### src/rtl/motor_cmd_sched.sv
// Motor command scheduler: arbitrates manual and autonomous wheel commands,
// stops on auto silence, and issues changes plus periodic keep-alives to the UART TX.
module motor_cmd_sched #(
   parameter int unsigned W              = 8,
   parameter int unsigned REFRESH_CYCLES = 5_000_000,
   parameter int unsigned TIMEOUT_CYCLES = 25_000_000
) (
   input  logic         clk_i,
   input  logic         rst_i,
   input  logic         man_en_i,
   input  logic [W-1:0] man_speed_l_i,
   input  logic [W-1:0] man_speed_r_i,
   input  logic         man_neg_l_i,
   input  logic         man_neg_r_i,
   input  logic         auto_valid_i,
   input  logic [W-1:0] auto_speed_l_i,
   input  logic [W-1:0] auto_speed_r_i,
   input  logic         auto_neg_l_i,
   input  logic         auto_neg_r_i,
   output logic         cmd_valid_o,
   input  logic         cmd_ready_i,
   output logic [W-1:0] cmd_speed_l_o,
   output logic [W-1:0] cmd_speed_r_o,
   output logic         cmd_neg_l_o,
   output logic         cmd_neg_r_o,
   output logic [1:0]   src_o,
   output logic         timeout_o
);

   localparam int unsigned PW = 2 * W + 2;
   localparam int unsigned RW = $clog2(REFRESH_CYCLES + 1);
   localparam int unsigned TW = $clog2(TIMEOUT_CYCLES + 1);

   typedef enum logic [0:0] {StIdle, StSend} state_e;

   // {man_en, speed_l, speed_r, neg_l, neg_r}
   logic [PW:0]   man_meta_q, man_sync_q;
   logic [PW-1:0] auto_q;
   logic [TW-1:0] wd_q;
   logic          timeout_q;

   state_e        state_q;
   logic [PW-1:0] cmd_q;
   logic [PW-1:0] last_q;
   logic          cmd_valid_q;
   logic [RW-1:0] refresh_q;
   logic [1:0]    src_q;

   logic [PW-1:0] tgt;
   logic [1:0]    tgt_src;
   logic          send_trig;

   // Two-flop synchronizer for the asynchronous switch inputs.
   always_ff @(posedge clk_i) begin
      if (rst_i) begin
         man_meta_q <= '0;
         man_sync_q <= '0;
      end else begin
         man_meta_q <= {man_en_i, man_speed_l_i, man_speed_r_i, man_neg_l_i, man_neg_r_i};
         man_sync_q <= man_meta_q;
      end
   end

   // Auto latch and saturating watchdog; a strobe wins over expiry in the same cycle.
   always_ff @(posedge clk_i) begin
      if (rst_i) begin
         auto_q    <= '0;
         wd_q      <= '0;
         timeout_q <= 1'b1;
      end else if (auto_valid_i) begin
         auto_q    <= {auto_speed_l_i, auto_speed_r_i, auto_neg_l_i, auto_neg_r_i};
         wd_q      <= '0;
         timeout_q <= 1'b0;
      end else if (wd_q != TW'(TIMEOUT_CYCLES - 1)) begin
         wd_q <= wd_q + TW'(1);
      end else begin
         timeout_q <= 1'b1;
      end
   end

   // Priority target selection: manual, then watchdog stop, then auto latch.
   always_comb begin
      tgt     = auto_q;
      tgt_src = 2'b10;
      if (man_sync_q[PW]) begin
         tgt     = man_sync_q[PW-1:0];
         tgt_src = 2'b01;
      end else if (timeout_q) begin
         tgt     = '0;
         tgt_src = 2'b00;
      end
   end

   assign send_trig = (tgt != last_q) || (refresh_q == RW'(REFRESH_CYCLES - 1));

   // Send FSM with registered payload; target changes during SEND wait for IDLE.
   always_ff @(posedge clk_i) begin
      if (rst_i) begin
         state_q     <= StIdle;
         cmd_q       <= '0;
         last_q      <= '0;
         cmd_valid_q <= 1'b0;
         refresh_q   <= '0;
         src_q       <= 2'b00;
      end else begin
         src_q <= tgt_src;
         unique case (state_q)
            StIdle: begin
               refresh_q <= refresh_q + RW'(1);
               if (send_trig) begin
                  cmd_q       <= tgt;
                  cmd_valid_q <= 1'b1;
                  state_q     <= StSend;
               end
            end
            StSend: begin
               if (cmd_ready_i) begin
                  last_q      <= cmd_q;
                  cmd_valid_q <= 1'b0;
                  refresh_q   <= '0;
                  state_q     <= StIdle;
               end
            end
         endcase
      end
   end

   assign cmd_valid_o   = cmd_valid_q;
   assign cmd_speed_l_o = cmd_q[PW-1 -: W];
   assign cmd_speed_r_o = cmd_q[W+1 -: W];
   assign cmd_neg_l_o   = cmd_q[1];
   assign cmd_neg_r_o   = cmd_q[0];
   assign src_o         = src_q;
   assign timeout_o     = timeout_q;

endmodule

### config.mk
export PLATFORM = sky130hd
export DESIGN_NAME = motor_cmd_sched
export DESIGN_NICKNAME = d
export VERILOG_FILES = /design/src/rtl/motor_cmd_sched.sv
export SDC_FILE = /design/constraint.sdc
export NUM_CORES = 1
export LEC_CHECK = 0
export ABC_AREA = 1
export CORE_MARGIN = 3
export CORE_UTILIZATION = 55
export CTS_CLUSTER_SIZE = 8
export DETAILED_ROUTE_END_ITERATION = 8
export HOLD_SLACK_MARGIN = 0.03
export PLACE_DENSITY = 0.81
export RECOVER_POWER = 25
export SKIP_CTS_REPAIR_TIMING = 1
export SYNTH_ARGS = -nofsm -noshare
export SYNTH_HDL_FRONTEND = slang
export SYNTH_SLANG_ARGS = --single-unit
### constraint.sdc
create_clock -name clk_i -period 2 [get_ports clk_i]
set_input_delay 0.3 -clock clk_i [delete_from_list [all_inputs] [get_ports clk_i]]
set_output_delay 0.3 -clock clk_i [all_outputs]
set_load 0.02 [all_outputs]
==> results of run 1 <==
[state kept, by name, indices dropped and copies added (netlist names)]
register	cells
wd_q	25
cmd_q	18
timeout_o	1
cmd_valid_o	1
refresh_q	23
src_o	2
auto_q	18
man_sync_q	19
man_meta_q	19
last_q	18
state_q	1
[path summary, 6_finish.rpt]
check	end	depth (start not counted)
max	timeout_o	2
min	man_meta_q[4]	3
max reg2reg	state_q	10
min reg2reg	man_sync_q[7]	2
[layer usage]
layer,GRT usage (%),routed length (um),share of wire [%],vias up
li1,-,-,-,3099
met1,31.1,6880,46,2727
met2,36.7,6720,45,221
met3,5.41,903,6.0,53
met4,13.3,549,3.6,0
met5,0,0,0,-
[final cells by class]
cell class              instances  area [um^2]  area share, %
inverters                     128          488           6.19
well taps                     140          175           2.22
multi-input cells             618         2860           36.3
flip-flops and latches        145         2910           36.9
clock buffers                  18          429           5.45
clock inverters                13          164           2.08
repair buffers                 91          853           10.8
[critical path, delay by kind of cell, from the launching register on]
kind	cells	cell delay, ns
buf+inv	2	0.78
flops	1	0.45
[power breakdown]
part | leakage (nW) | switching [mW] | total [mW] | internal [mW]
Clock | 0.274 | 1.21 | 3.17 | 1.95
Sequential | 1.19 | 0.0952 | 3.12 | 3.02
Combinational | 1.84 | 0.418 | 0.734 | 0.316
[cells by family (layout without fill, tap and decap cells)]
group           count (synthesis)  after routing  share of synthesized area (%)
xor+xnor                        4              4                          0.547
fa+ha+maj                       2              2                          0.391
flops                         145            145                           45.3
compound gates                146            146                           12.1
simple gates                  465            466                           31.1
buf+inv                       165            250                           10.5
[synth_stat cells (4+ instances only)]
cell type	instances
nor2_1	144
and3_1	4
nor3b_1	5
a211oi_1	4
nor4_1	6
a21oi_1	69
dfxtp_1	145
nand2_1	192
o21ai_0	59
buf_1	5
nand3b_1	7
nand3_1	61
clkbuf_1	20
nor3_1	27
nand4_1	6
or2_2	4
inv_1	123
buf_6	5
a221oi_1	4
buf_2	5
==> impl_results.md, run 1 <==
- Critical path's largest stage delay: 0.60 ns
- Placed cells: 1,116
- Status: finished with violations
- DR iter-0 viols: 690
- Commonest non-fill, non-tap cell in the layout: nand2_1
- CP max stage cell: clkdlybuf4s50_1
- WL final: 15,100 um
- Routability Congestion: 0.867
- Critical-path maximum fanout: 5
- Worst Hold Launch: rst_i
- Worst-path clk slew: 0.06 ns
- Max Buffers Root-to-Sink: 2
- Global route overflow: 0
- Total CTS buffers: 17
- Synth top area share: 45.3%
- Placed cell area: 7210 um^2
- Initial Util: 57.5%
- Initial antenna violation count: 0
- Crit. Startpoint: timeout_o
- Final setup fails: 0
- Fill cells: 904
- Wire length per cell: 13.1 um
- Slew headroom: -8.50%
- Tot Pwr: 7.02 mW
- Ports: 63
- Min Clock Period, post-route: 1.94 ns
- Post-synthesis sequential area ratio: 45.3%
- Cell Chain, Critical Path: buf_4 -> clkdlybuf4s50_1
- Lkg Pwr: 3.30 nW
- TNS Setup: 0 ns
- Final Max Slew Viols: 37
- Port buffer count: 62
- HPWL after DPL: 10,300 um
- Via count: 6,100
- Layout net count: 1,044
- Share of layout cells above drive strength 1: 7.90%
- Mapped Cells: 927
- Avg Inst Size Synth: 6.91 um^2
- Peak supply drop: 0.751 mV
- Synth area leader: dfxtp_1
- Max-cap violations: 1
- # diodes: 0
- Die Y: 114 um
- Worst setup margin: 0.0595 ns
- Worst Skew: 0.0101 ns
- Failing checks: DRC, capacitance limit, slew limit
- CTS tree: yes
- Final period util: 97.0%
- Yosys reg bits: 145
- Post-synth net total: 970
- Residual DRC count: 1
- Worst skew pair latency: 0.42 ns
- Number of global-route vias before repair: 5,599
- CP endpoint kind: primary output
- Global Route Usage Sum: 23.9%
- CP arrival: 1.64 ns
- Worst-Margin Slew: 1.63 ns
- Cell area after synthesis: 6400 um^2
- Maximum number of pins on one net before global-route repair: 63
- Fin util: 70.8%
- Post-synth cell types: 40
- Root Buffer: clkbuf_16
- Die area: 13,000 um^2
- DP Worst Slack: -0.0368 ns
- Design area: 7880 um^2
- Worst EP required: 1.70 ns
- Final Non-Filler Cells: 1,153
- Clk sinks: 145
- Min Hold Slack: 0.396 ns
- H-tree level count: 4
- Die Span X: 114 um
- F_max: 0.515 GHz
- Setup CP Type: reg -> out
- Via density: 5.29
- Most used DFF post-synth: dfxtp_1
- Worst hold-check path type: in -> reg
- FP Rows: 38
- DR pass1 iterations: 8
- Top post-synthesis cells by area: dfxtp_1 45%, nand2_1 11%, nor2_1 8.4%, inv_1 7.2%, a21oi_1 5.4%
- P per Cell Area: 891 nW/um^2
- FF-to-FF setup slack: 0.07 ns
- Placeable Area: 11,100 um^2
- Reg2reg start: man_sync_q[18]
- Crit path launch type: flop
- Final hold vios: 0
- Area growth syn-to-layout: 23.1%
- Yosys warns: 0
- Post-route ant nets: 0
- Asr flop ratio synth: 0%
- EDFF count, synth: 0
- Most frequent cells in the layout: 192 x nand2_1, 143 x dfxtp_1, 142 x nor2_1, 123 x inv_1, 69 x a21oi_1
- Global-route wire length before repair: 25,000 um
No activity file was read; power rests on OpenSTA's default activity.
==> inputs of run 2 (changes only) <==
SLEW_MARGIN = 10   (was unset)
==> results of run 2 <==
No change in the layout: final DEF, timing and power equal those of run 1.
==> inputs of run 3 (changes only) <==
ABC_AREA = unset   (was 1)
==> impl_results.md, run 3 <==
- FP Rows: 38 (unchanged)
- DR iter-0 viols: 428 (was 690)
- Residual DRC count: 0 (was 1)
- Failing checks: setup timing (was DRC, capacitance limit, slew limit)
- Status: finished with violations (unchanged)
- Global route overflow: 0 (unchanged)
- Max reg flops: 25 (unchanged)
- Post-synth net total: 740 (was 970)
- Max-cap violations: 0 (was 1)
- Layout net count: 847 (was 1,044)
- Synth top area share: 46.6% (was 45.3%)
- Global-route wire length before repair: 25,600 um (was 25,000 um)
- Synth area leader: dfxtp_1 (unchanged)
- Worst EP required: 2.33 ns (was 1.70 ns)
- EDFF count, synth: 0 (unchanged)
- Final setup fails: 20 (was 0)
- WL final: 16,300 um (was 15,100 um)
- Combinational power share: 16.6% (was 10.5%)
- DR pass1 iterations: 5 (was 8)
- Biggest registers after layout: wd_q (25), refresh_q (23) (unchanged)
- F_max: 0.432 GHz (was 0.515 GHz)
- HPWL after DPL: 10,900 um (was 10,300 um)
- Reg2reg start: refresh_q[10] (was man_sync_q[18])
- Worst-path clk slew: 0.06 ns (about the same)
- Cell area after synthesis: 6220 um^2 (was 6400 um^2)
- Sw frac: 26.4% (was 24.6%)
- Critical-path maximum fanout: 5 (unchanged)
- # diodes: 0 (unchanged)
- Crit. Startpoint: refresh_q[10] (was timeout_o)
- Clk sinks: 145 (unchanged)
- Mapped Cells: 697 (was 927)
- Worst Hold Launch: man_neg_l_i (was rst_i)
- CP endpoint kind: flop (was primary output)
- Routability Congestion: 0.893 (was 0.867)
- Top post-synthesis cells by count: 145 x dfxtp_1, 83 x nor2_1, 68 x nand2_1 (was 192 x nand2_1, 145 x dfxtp_1, 144 x nor2_1)
- Asr flop ratio synth: 0% (unchanged)
- Worst Skew: 0.00806 ns (was 0.0101 ns)
- Tot Pwr: 7.89 mW (was 7.02 mW)
- Worst skew pair latency: 0.43 ns (was 0.42 ns)
- Maximum number of pins on one net before global-route repair: 47 (was 63)
- Worst hold-check path type: in -> reg (unchanged)
- Initial antenna violation count: 0 (unchanged)
- Final period util: 116% (was 97.0%)
- H-tree level count: 4 (unchanged)
- Top reg by flops: wd_q (unchanged)
- Yosys reg bits: 145 (unchanged)
- RSZ-0062 raised after global routing: true
- Psw: 2.08 mW (was 1.73 mW)
- DP Worst Slack: -0.456 ns (was -0.0368 ns)
- Die Y: 112 um (was 114 um)
- Port buffer count: 62 (unchanged)
- Most common cell in the netlist: dfxtp_1 (was nand2_1)
- Die Span X: 112 um (was 114 um)
- Min Hold Slack: 0.424 ns (was 0.396 ns)
- Area growth syn-to-layout: 31.1% (was 23.1%)
- Post-synthesis sequential area ratio: 46.6% (was 45.3%)
- Root Buffer: clkbuf_16 (unchanged)
- Yosys warns: 0 (unchanged)
- Slew headroom: 23.5% (was -8.50%)
- Via density: 5.85 (was 5.29)
- Via count: 5,602 (was 6,100)
- Avg Inst Size Synth: 8.93 um^2 (was 6.91 um^2)
- Share of layout cells above drive strength 1: 16.5% (was 7.90%)
- Placeable Area: 10,900 um^2 (was 11,100 um^2)
- Ports: 63 (unchanged)
- Initial Util: 56.9% (was 57.5%)
- Flop pwr share: 40.9% (was 44.4%)
- Int Pwr: 5.81 mW (was 5.29 mW)
- Peak supply drop: 0.745 mV (was 0.751 mV)
- Min Clock Period, post-route: 2.32 ns (was 1.94 ns)
- Final hold vios: 0 (unchanged)
- Most used DFF post-synth: dfxtp_1 (unchanged)
- Post-synth cell types: 50 (was 40)
- Wire length per cell: 17.1 um (was 13.1 um)
- CTS tree: yes (unchanged)
- Worst setup margin: -0.316 ns (was 0.0595 ns)
- Worst-Margin Slew: 1.15 ns (was 1.63 ns)
- Top post-synthesis cells by area: dfxtp_1 47%, nor2_1 5.0%, xor2_1 4.5%, nor2b_1 4.2%, nand2_1 4.1% (was dfxtp_1 45%, nand2_1 11%, nor2_1 8.4%, inv_1 7.2%, a21oi_1 5.4%)
- Lkg Pwr: 3.05 nW (was 3.30 nW)
- Post-route ant nets: 0 (unchanged)
- Setup CP Type: reg -> reg (was reg -> out)
- Die area: 12,600 um^2 (was 13,000 um^2)
- Commonest non-fill, non-tap cell in the layout: dfxtp_1 (was nand2_1)
- Number of global-route vias before repair: 5,432 (was 5,599)
- Total CTS buffers: 17 (unchanged)
- Final Max Slew Viols: 0 (was 37)
- P per Cell Area: 967 nW/um^2 (was 891 nW/um^2)
- Most frequent cells in the layout: 140 x dfxtp_1, 82 x nor2_1, 68 x nand2_1, 58 x buf_4, 57 x clkdlybuf4s50_1 (was 192 x nand2_1, 143 x dfxtp_1, 142 x nor2_1, 123 x inv_1, 69 x a21oi_1)
- Crit path launch type: flop (unchanged)
- Max Buffers Root-to-Sink: 2 (unchanged)
- Global Route Usage Sum: 25.3% (was 23.9%)
- Fill cells: 767 (was 904)
- Clock share of power: 42.5% (was 45.1%)
- CP arrival: 2.65 ns (was 1.64 ns)
-- run 3: cell families after synthesis --
kind of cell	share of synthesized area, %
buf+inv	3.86
fa+ha+maj	0.402
flops	46.6
simple gates	25.3
mux	3.92
compound gates	12.7
xor+xnor	7.18
-- run 3: path summary, 6_finish.rpt --
check	depth (start not counted)	slack, ns	endpoint
setup / recovery	7	-0.32	cmd_q[1]
hold / removal	2	0.42	man_meta_q[1]
setup reg to reg	7	-0.32	cmd_q[1]
hold reg to reg	1	0.43	man_sync_q[2]
-- run 3: power by group through the flow --
stage | combinational [mW] | sequential (mW) | clock (mW)
after floorplan | 0.596 | 3.34 | 0
after global placement | 1.14 | 3.27 | 0
after detailed placement | 1.17 | 3.28 | 0
after CTS | 1.18 | 3.22 | 3.38
after global routing | 1.39 | 3.24 | 3.52
final | 1.31 | 3.23 | 3.35
-- run 3: per-layer routing --
metal  routed length [um]  share of wire (%)  GRT usage (%)  up-vias
met5                    0                  0              0        -
met4                  516                3.2           11.4        0
met3                  992                6.1           6.15       53
met2                 8070                 49           43.0      207
met1                 6760                 41           30.3     2700
li1                     -                  -              -     2642
-- run 3: cell type report --
| type | instances | area [um^2] | share of cell area, % |
|---|---|---|---|
| multi-input cells | 493 | 3250 | 39.9 |
| clock inverters | 11 | 178 | 2.18 |
| flip-flops and latches | 145 | 2910 | 35.7 |
| clock buffers | 21 | 450 | 5.52 |
| inverters | 22 | 82.6 | 1.01 |
| repair buffers | 125 | 1110 | 13.6 |
| well taps | 140 | 175 | 2.15 |
-- run 3: critical path: stages (launching register included) --
cell and delay [ns]:
dfxtp_2 0.32, or4b_1 0.51, or4_4 0.46, o22ai_4 0.19
nor4_4 0.07, a41o_4 0.25, buf_6 0.15, a221oi_1 0.26
-- run 3: per-stage QoR --
stage               std cells  instance area, um^2  util (%)  TNS [ns]
floorplan                 697                 6240         -     -3.27
global placement          923                 7330      67.1     -6.78
detailed placement        923                 7330      67.1     -7.54
CTS                       955                 7960      72.8     -8.16
global route              957                 8160      74.6     -6.55
finish                    957                 8160      74.6     -5.55
